File: src/rtl/muldiv_pkg.sv
// Shared definitions for the iterative multiply/divide unit: op codes,
// FSM state encoding and the divide-by-zero quotient fill.
package muldiv_pkg;

    localparam logic [1:0] OP_MULT  = 2'b00;
    localparam logic [1:0] OP_MULTU = 2'b01;
    localparam logic [1:0] OP_DIV   = 2'b10;
    localparam logic [1:0] OP_DIVU  = 2'b11;

    typedef logic [1:0] state_t;
    localparam state_t ST_IDLE = 2'd0;
    localparam state_t ST_RUN  = 2'd1;
    localparam state_t ST_DONE = 2'd2;

    // Divide by zero returns an all-ones quotient at any width.
    localparam logic DIV0_QUO_FILL = 1'b1;

    function automatic logic isSignedOp(input logic [1:0] op);
        return ~op[0];
    endfunction

    function automatic logic isDivOp(input logic [1:0] op);
        return op[1];
    endfunction

endpackage

File: src/rtl/muldiv_if.sv
// Execute-stage request/result bundle between the pipeline and muldiv_iter.
interface muldiv_if #(parameter int WIDTH = 32);
    logic             start;
    logic [1:0]       op;
    logic             flush;
    logic [WIDTH-1:0] a;
    logic [WIDTH-1:0] b;
    logic             busy;
    logic             done;
    logic [WIDTH-1:0] hi;
    logic [WIDTH-1:0] lo;

    modport master (output start, op, flush, a, b,
                    input  busy, done, hi, lo);
    modport slave  (input  start, op, flush, a, b,
                    output busy, done, hi, lo);
endinterface

File: src/rtl/muldiv_twos_neg.sv
// Conditional two's-complement negate used for all sign conditioning.
module twos_neg #(
    parameter int W = 32
) (
    input  logic [W-1:0] value,
    input  logic         neg,
    output logic [W-1:0] result
);
    assign result = neg ? (~value + W'(1)) : value;
endmodule

File: src/rtl/muldiv_iter.sv
// Iterative radix-2 multiply/divide engine: magnitudes in, one step per cycle,
// sign-corrected hi/lo registered on the final step.
module muldiv_iter
    import muldiv_pkg::*;
#(
    parameter int WIDTH = 32
) (
    input  logic     clk,
    input  logic     rst,
    muldiv_if.slave  bus
);
    localparam int CW = $clog2(WIDTH + 1);
    localparam logic [CW-1:0] LAST_STEP = CW'(WIDTH - 1);

    state_t              state;
    logic [CW-1:0]       stepCnt;
    logic                isDiv;
    logic                negRes;
    logic                negRem;
    logic                divZero;
    logic [WIDTH-1:0]    opnd;
    logic [2*WIDTH-1:0]  acc;
    logic [WIDTH:0]      rem;
    logic                doneReg;
    logic [WIDTH-1:0]    hiReg;
    logic [WIDTH-1:0]    loReg;

    logic                sgnOp;
    logic [WIDTH-1:0]    aMag;
    logic [WIDTH-1:0]    bMag;

    assign sgnOp = isSignedOp(bus.op);

    twos_neg #(.W(WIDTH)) uAbsA (.value(bus.a), .neg(sgnOp & bus.a[WIDTH-1]), .result(aMag));
    twos_neg #(.W(WIDTH)) uAbsB (.value(bus.b), .neg(sgnOp & bus.b[WIDTH-1]), .result(bMag));

    // acc: multiply keeps {partial sum, multiplier}; divide keeps the
    // dividend in the low half and shifts quotient bits in behind it.
    logic [WIDTH:0]      addSum;
    logic [WIDTH:0]      remShift;
    logic [WIDTH:0]      remDiff;
    logic [2*WIDTH-1:0]  accNext;
    logic [WIDTH:0]      remNext;

    always_comb begin
        addSum   = {1'b0, acc[2*WIDTH-1:WIDTH]} + (acc[0] ? {1'b0, opnd} : '0);
        remShift = {rem[WIDTH-1:0], acc[WIDTH-1]};
        remDiff  = remShift - {1'b0, opnd};
        accNext  = acc;
        remNext  = rem;
        if (isDiv) begin
            if (remDiff[WIDTH]) begin
                remNext = remShift;
                accNext = {acc[2*WIDTH-1:WIDTH], acc[WIDTH-2:0], 1'b0};
            end else begin
                remNext = remDiff;
                accNext = {acc[2*WIDTH-1:WIDTH], acc[WIDTH-2:0], 1'b1};
            end
        end else begin
            accNext = {addSum, acc[WIDTH-1:1]};
        end
    end

    logic [2*WIDTH-1:0]  prodFix;
    logic [WIDTH-1:0]    quoFix;
    logic [WIDTH-1:0]    remFix;

    twos_neg #(.W(2*WIDTH)) uNegProd (.value(accNext),              .neg(negRes), .result(prodFix));
    twos_neg #(.W(WIDTH))   uNegQuo  (.value(accNext[WIDTH-1:0]),   .neg(negRes), .result(quoFix));
    twos_neg #(.W(WIDTH))   uNegRem  (.value(remNext[WIDTH-1:0]),   .neg(negRem), .result(remFix));

    always_ff @(posedge clk) begin
        if (rst) begin
            state   <= ST_IDLE;
            stepCnt <= '0;
            isDiv   <= 1'b0;
            negRes  <= 1'b0;
            negRem  <= 1'b0;
            divZero <= 1'b0;
            opnd    <= '0;
            acc     <= '0;
            rem     <= '0;
            doneReg <= 1'b0;
            hiReg   <= '0;
            loReg   <= '0;
        end else begin
            doneReg <= 1'b0;
            if (bus.flush) begin
                state <= ST_IDLE;
            end else begin
                case (state)
                    ST_IDLE: begin
                        if (bus.start) begin
                            state   <= ST_RUN;
                            stepCnt <= '0;
                            isDiv   <= isDivOp(bus.op);
                            negRes  <= sgnOp & (bus.a[WIDTH-1] ^ bus.b[WIDTH-1]);
                            negRem  <= sgnOp & bus.a[WIDTH-1];
                            divZero <= (bus.b == '0);
                            opnd    <= bMag;
                            acc     <= {{WIDTH{1'b0}}, aMag};
                            rem     <= '0;
                        end
                    end
                    ST_RUN: begin
                        acc     <= accNext;
                        rem     <= remNext;
                        stepCnt <= stepCnt + 1'b1;
                        if (stepCnt == LAST_STEP) begin
                            state   <= ST_DONE;
                            doneReg <= 1'b1;
                            if (isDiv) begin
                                // Zero divisor: remainder path already yields a.
                                hiReg <= remFix;
                                loReg <= divZero ? {WIDTH{DIV0_QUO_FILL}} : quoFix;
                            end else begin
                                hiReg <= prodFix[2*WIDTH-1:WIDTH];
                                loReg <= prodFix[WIDTH-1:0];
                            end
                        end
                    end
                    ST_DONE: state <= ST_IDLE;
                    default: state <= ST_IDLE;
                endcase
            end
        end
    end

    assign bus.busy = ((state == ST_IDLE) && bus.start && !bus.flush) || (state == ST_RUN);
    assign bus.done = doneReg;
    assign bus.hi   = hiReg;
    assign bus.lo   = loReg;

endmodule
File: src/flat_wrapper.sv
// flat-port wrapper written by rule: the top's interface ports become plain ports
module muldiv_iter_flat import muldiv_pkg::*;
#(
    parameter int WIDTH = 32
)
  (clk, rst, bus_start, bus_op, bus_flush, bus_a, bus_b, bus_busy, bus_done, bus_hi, bus_lo);
  muldiv_if #(.WIDTH(WIDTH)) bus_i ();
  input  logic clk;
  input  logic rst;
  input wire logic [$bits(bus_i.start)-1:0] bus_start;
  input wire logic [$bits(bus_i.op)-1:0] bus_op;
  input wire logic [$bits(bus_i.flush)-1:0] bus_flush;
  input wire logic [$bits(bus_i.a)-1:0] bus_a;
  input wire logic [$bits(bus_i.b)-1:0] bus_b;
  output wire logic [$bits(bus_i.busy)-1:0] bus_busy;
  output wire logic [$bits(bus_i.done)-1:0] bus_done;
  output wire logic [$bits(bus_i.hi)-1:0] bus_hi;
  output wire logic [$bits(bus_i.lo)-1:0] bus_lo;
  assign bus_i.start = bus_start;
  assign bus_i.op = bus_op;
  assign bus_i.flush = bus_flush;
  assign bus_i.a = bus_a;
  assign bus_i.b = bus_b;
  assign bus_busy = bus_i.busy;
  assign bus_done = bus_i.done;
  assign bus_hi = bus_i.hi;
  assign bus_lo = bus_i.lo;
  muldiv_iter #(.WIDTH(WIDTH)) u_core (.clk(clk), .rst(rst), .bus(bus_i));
endmodule
File: config.mk
export PLATFORM = sky130hd
export DESIGN_NAME = muldiv_iter_flat
export DESIGN_NICKNAME = d
export VERILOG_FILES = /design/src/rtl/muldiv_pkg.sv /design/src/rtl/muldiv_if.sv /design/src/rtl/muldiv_twos_neg.sv /design/src/rtl/muldiv_iter.sv /design/src/flat_wrapper.sv
export SDC_FILE = /design/constraint.sdc
export NUM_CORES = 1
export LEC_CHECK = 0
export BUFFER_PORTS_ARGS = -buffer_cell sky130_fd_sc_hd__buf_2
export CAP_MARGIN = 0
export CORE_AREA = 2 2 196 198
export CTS_CLUSTER_SIZE = 8
export DETAILED_ROUTE_END_ITERATION = 10
export DIE_AREA = 0 0 198 200
export GPL_TIMING_DRIVEN = 0
export PLACE_DENSITY_LB_ADDON = 0.05
export SETUP_SLACK_MARGIN = 0.2
export SYNTH_ARGS = -nofsm -noshare
export SYNTH_HDL_FRONTEND = slang
export SYNTH_SLANG_ARGS = --single-unit
File: constraint.sdc
create_clock -name clk -period 15.1 [get_ports clk]
set_input_delay 1.51 -clock clk [delete_from_list [all_inputs] [get_ports clk]]
set_output_delay 1.51 -clock clk [all_outputs]
set_load 0.005 [all_outputs]
==> reports/metrics.csv <==
stage,metric,value,unit
cells_and_area,final core occ,0.5017,
setup_path,buffers plus inverters on the worst setup path,10,
cells_and_area,final non-filler cell total,2912,
logic_synthesis,number of distinct library cells after synthesis,100,
routing,Via Count,18390,
logic_synthesis,sequential fraction of the synthesis area,0.2457,
cells_and_area,area delta synth->final,12.34,%
setup_path,category of the worst setup path launch point,flip-flop,
place,RD Place Congestion,1.013,
timing,final critical path time including I/O delays and setup,9.172,ns
timing,final setup violating endpoints,0,
grt,vias in the first global route,16770,
power,sequential share of power,0.384,
timing,post-route clock period utilization,0.6074,
cts,number of buffers inserted by hold repair at cts,0,
place,Place WS,6.453,ns
place,I/O Buffers,135,
timing,clock tree skew after final layout,0.01337,ns
logic_synthesis,post-synthesis async set-or-reset flop share,0,
timing,upper clock frequency limit,0.1090,GHz
logic_synthesis,number of nets produced by synthesis,2374,
cells_and_area,nets,2540,
cts,number of instances resized during post-cts repair,0,
flow_run,maxcap violations,0,
grt,total overflow reported by the global router,0,
timing,Worst Max-Slew Pin Slew,1.184,ns
setup_path,r2r worst-path depth,20,
logic_synthesis,average cell area after synthesis,7.480,µm²
power,"IR drop worst, VDD",0.05556,mV
floorplan,Site Rows,71,
setup_path,Crit. path cell count,20,
cts,setup bufs post-CTS,0,
setup_path,"setup slack, reg-to-reg",5.93,ns
setup_path,crit path cell chain,"buf_4, buf_2, buf_2, buf_1, clkbuf_1, buf_2, buf_2, buf_1, clkbuf_1, clkbuf_1, mux2i_1, ha_1, nand4_1, nor3_1, nand4b_1, nor4_4, nand4_2, a21o_1, a221oi_1, nor3_1",
place,final HPWL from detailed placement,58550,µm
cts,clk root buf,sky130_fd_sc_hd__clkbuf_16,
setup_path,Critical Path Start,u_core.isDiv$_SDFFE_PP0P_,
power,leakage power,7.352,nW
cts,insertion delay to the later sink of the worst-skew pair,0.57,ns
grt,GRT Total Usage,0.3626,
grt,pin count of the biggest net entering global routing,15,
floorplan,die span in x,198,µm
routing,length of the first detailed-routing pass in iterations,6,
logic_synthesis,most used flip-flop cell after synthesis,sky130_fd_sc_hd__dfxtp_1,
cells_and_area,ANT cells,0,
timing,Max-slew headroom,0.2106,
power,switching power,0.4899,mW
power,switching fraction of total power,0.3302,
routing,DRC violation count after routing,0,
power,power density of the placed cells,79.07,mW/mm²
logic_synthesis,cell count after synthesis,2233,
logic_synthesis,synth warn,0,
routing,antenna-violating nets left,0,
cts,clk slew on worst S/H paths,0.05,ns
setup_path,Worst R2R Start,u_core.isDiv$_SDFFE_PP0P_,
routing,Iteration-0 DRC Markers,1799,
timing,worst-case hold slack,0.4422,ns
setup_path,cell type with the highest occurrence count on the critical path,sky130_fd_sc_hd__buf_2,
floorplan,top-level port count,136,
setup_path,data required time at the worst endpoint,15.50,ns
min_path,path category of the worst min-delay check,flip-flop to flip-flop,
timing,Final Worst Setup Slack,5.928,ns
setup_path,slowest cell delay on critical path,0.91,ns
logic_synthesis,number of flip-flops and latches in the synthesized netlist,205,
floorplan,area of the placeable core,0.03740,mm²
grt,global-route wire length before repair,106900,µm
cts,count of H-tree levels built during CTS,1,
setup_path,arrival time of the worst setup path,9.57,ns
cts,clock tree buffer depth,3,
setup_path,endpoint of the most critical setup path,u_core.bus.hi[18]$_SDFFE_PP0P_,
timing,max-slew violation count,0,
timing,unrepaired setup endpoints after global routing,no,
place,dpl cells,2879,
setup_path,cell with the largest stage delay on the worst path,sky130_fd_sc_hd__buf_1,
routing,Post-Route WL,72890,µm
timing,Total Neg Setup Slack,0,ns
cells_and_area,"top library cells by usage in the layout, fill and taps aside","247 x sky130_fd_sc_hd__nor2_1, 218 x sky130_fd_sc_hd__nand2_1, 205 x sky130_fd_sc_hd__dfxtp_1",
floorplan,Die Y,200,µm
status,status,"complete, no violations",
grt,number of antenna violations at the first check in global routing,0,
setup_path,"CP delay by family, top",buffers and inverters,
logic_synthesis,count of flip-flops with a built-in enable after synthesis,0,
setup_path,critical path start-end classification,flip-flop to flip-flop,
cells_and_area,"most common cell after layout, fill and taps aside",sky130_fd_sc_hd__nor2_1,
cts,total number of clock tree sinks,205,
power,fraction of power consumed by combinational cells,0.220,
power,power share of the clock group,0.395,
cells_and_area,share of final-layout standard cells stronger than drive strength 1,0.1037,
timing,number of hold-slack violations in the final timing report,0,
cts,CTS tree,done,
setup_path,r2r endpoint,u_core.bus.hi[18]$_SDFFE_PP0P_,
floorplan,die area,0.03960,mm²
power,internal power summed over all cells,0.9939,mW
cts,number of clock buffers inserted by TritonCTS,29,
logic_synthesis,cell area after synthesis,0.01670,mm²
routing,vias per inst,6.314,
setup_path,worst-path maximum fanout,10,
routing,Wirelength per Cell,25.03,µm
cells_and_area,number of filler cells placed in the layout,3828,
setup_path,CP Capture Type,flip-flop,
floorplan,Starting Density,0.4466,
[logic make-up after synthesis]
family / count (synthesis) / share of synthesized area
compound gates: 717 / 0.2852
simple gates: 794 / 0.2320
buf+inv: 197 / 0.04599
flops: 205 / 0.2457
xor+xnor: 186 / 0.09753
fa+ha+maj: 71 / 0.05408
mux: 63 / 0.03955
[through the flow]
step | power (mW) | cell area [µm²]
after global placement | 0.8914 | 18020
final | 1.484 | 18760
after detailed placement | 0.8932 | 18020
after floorplan | 0.7739 | 16700
after global routing | 1.529 | 18760
after CTS | 1.473 | 18760
[cell type report]
class / count / area, µm² / share of cell area
Multi-Input combinational cell: 1831 / 11830 / 0.6305
Sequential cell: 205 / 4104 / 0.2187
Clock buffer: 32 / 737.0 / 0.03927
Timing Repair Buffer: 135 / 675.6 / 0.03601
Tap cell: 511 / 639.4 / 0.03407
Buffer: 131 / 520.5 / 0.02774
Inverter: 66 / 247.7 / 0.01320
Clock inverter: 1 / 8.758 / 0.0004668
[Yosys cell counts (all sizes together), types with 12 or more instances]
cell	n	area [µm²]
a21oi	178	905.9
or3	31	209.0
nor4	25	192.7
a211o	12	105.1
nor2	249	939.7
nor3	71	370.4
and2	41	256.5
a211oi	96	725.7
nand2b	20	125.1
a22o	41	359.1
mux2	24	270.3
or4	15	123.9
nand4	22	150.1
mux2i	39	390.4
nand3	33	177.7
nand2	218	818.3
xnor2	104	910.9
a31oi	17	106.4
dfxtp	205	4104
clkbuf	109	412.9
o211ai	25	187.7
a21o	36	270.3
inv	65	244.0
buf	22	107.6
nor2b	12	75.07
xor2	82	718.2
o31ai	31	237.7
o21ai	160	804.5
ha	69	863.3
[state kept, by name, indices dropped and copies added (netlist names), 2 cells and up]
register and count:
u_core.acc 64, u_core.bus.hi 32, u_core.bus.lo 32, u_core.opnd 32, u_core.rem 32, u_core.state 2
u_core.stepCnt 6
[how the worst min path moves through the flow]
stage	cells past startpoint	slack, ns	end	from
after floorplan	2	0.43	u_core.divZero$_SDFFE_PP0P_	u_core.divZero$_SDFFE_PP0P_
after global placement	2	0.43	u_core.bus.hi[22]$_SDFFE_PP0P_	u_core.bus.hi[22]$_SDFFE_PP0P_
after detailed placement	2	0.44	u_core.bus.hi[22]$_SDFFE_PP0P_	u_core.bus.hi[22]$_SDFFE_PP0P_
after CTS	2	0.45	u_core.bus.hi[22]$_SDFFE_PP0P_	u_core.bus.hi[22]$_SDFFE_PP0P_
after global routing	2	0.46	u_core.bus.hi[22]$_SDFFE_PP0P_	u_core.bus.hi[22]$_SDFFE_PP0P_
final	2	0.44	u_core.bus.hi[22]$_SDFFE_PP0P_	u_core.bus.hi[22]$_SDFFE_PP0P_
[power groups by stage]
stage	Combinational (mW)	Sequential [mW]	Clock, mW
floorplan	0.200	0.574	0
global placement	0.312	0.580	0
detailed placement	0.313	0.580	0
CTS	0.314	0.569	0.589
global route	0.349	0.571	0.609
finish	0.327	0.570	0.587
[per-layer routing]
| metal | vias up | global-route usage | wire, µm |
|---|---|---|---|
| met4 | 0 | 0.1122 | 2402 |
| met3 | 138 | 0.09812 | 7809 |
| met5 | - | 0 | 0 |
| met2 | 854 | 0.5443 | 30680 |
| li1 | 8501 | - | - |
| met1 | 8893 | 0.5049 | 32000 |
[worst reg2reg max path, stage by stage, from the launching register on]
cell	delay (ns)
sky130_fd_sc_hd__dfxtp_1	0.31
sky130_fd_sc_hd__buf_4	0.16
sky130_fd_sc_hd__buf_2	0.29
sky130_fd_sc_hd__buf_2	0.32
sky130_fd_sc_hd__buf_1	0.91
sky130_fd_sc_hd__clkbuf_1	0.78
sky130_fd_sc_hd__buf_2	0.55
sky130_fd_sc_hd__buf_2	0.46
sky130_fd_sc_hd__buf_1	0.84
sky130_fd_sc_hd__clkbuf_1	0.89
sky130_fd_sc_hd__clkbuf_1	0.50
sky130_fd_sc_hd__mux2i_1	0.30
sky130_fd_sc_hd__ha_1	0.30
sky130_fd_sc_hd__nand4_1	0.10
sky130_fd_sc_hd__nor3_1	0.32
sky130_fd_sc_hd__nand4b_1	0.30
sky130_fd_sc_hd__nor4_4	0.55
sky130_fd_sc_hd__nand4_2	0.33
sky130_fd_sc_hd__a21o_1	0.25
sky130_fd_sc_hd__a221oi_1	0.45
sky130_fd_sc_hd__nor3_1	0.10
Note: power is estimated with default switching activity, not from simulation.
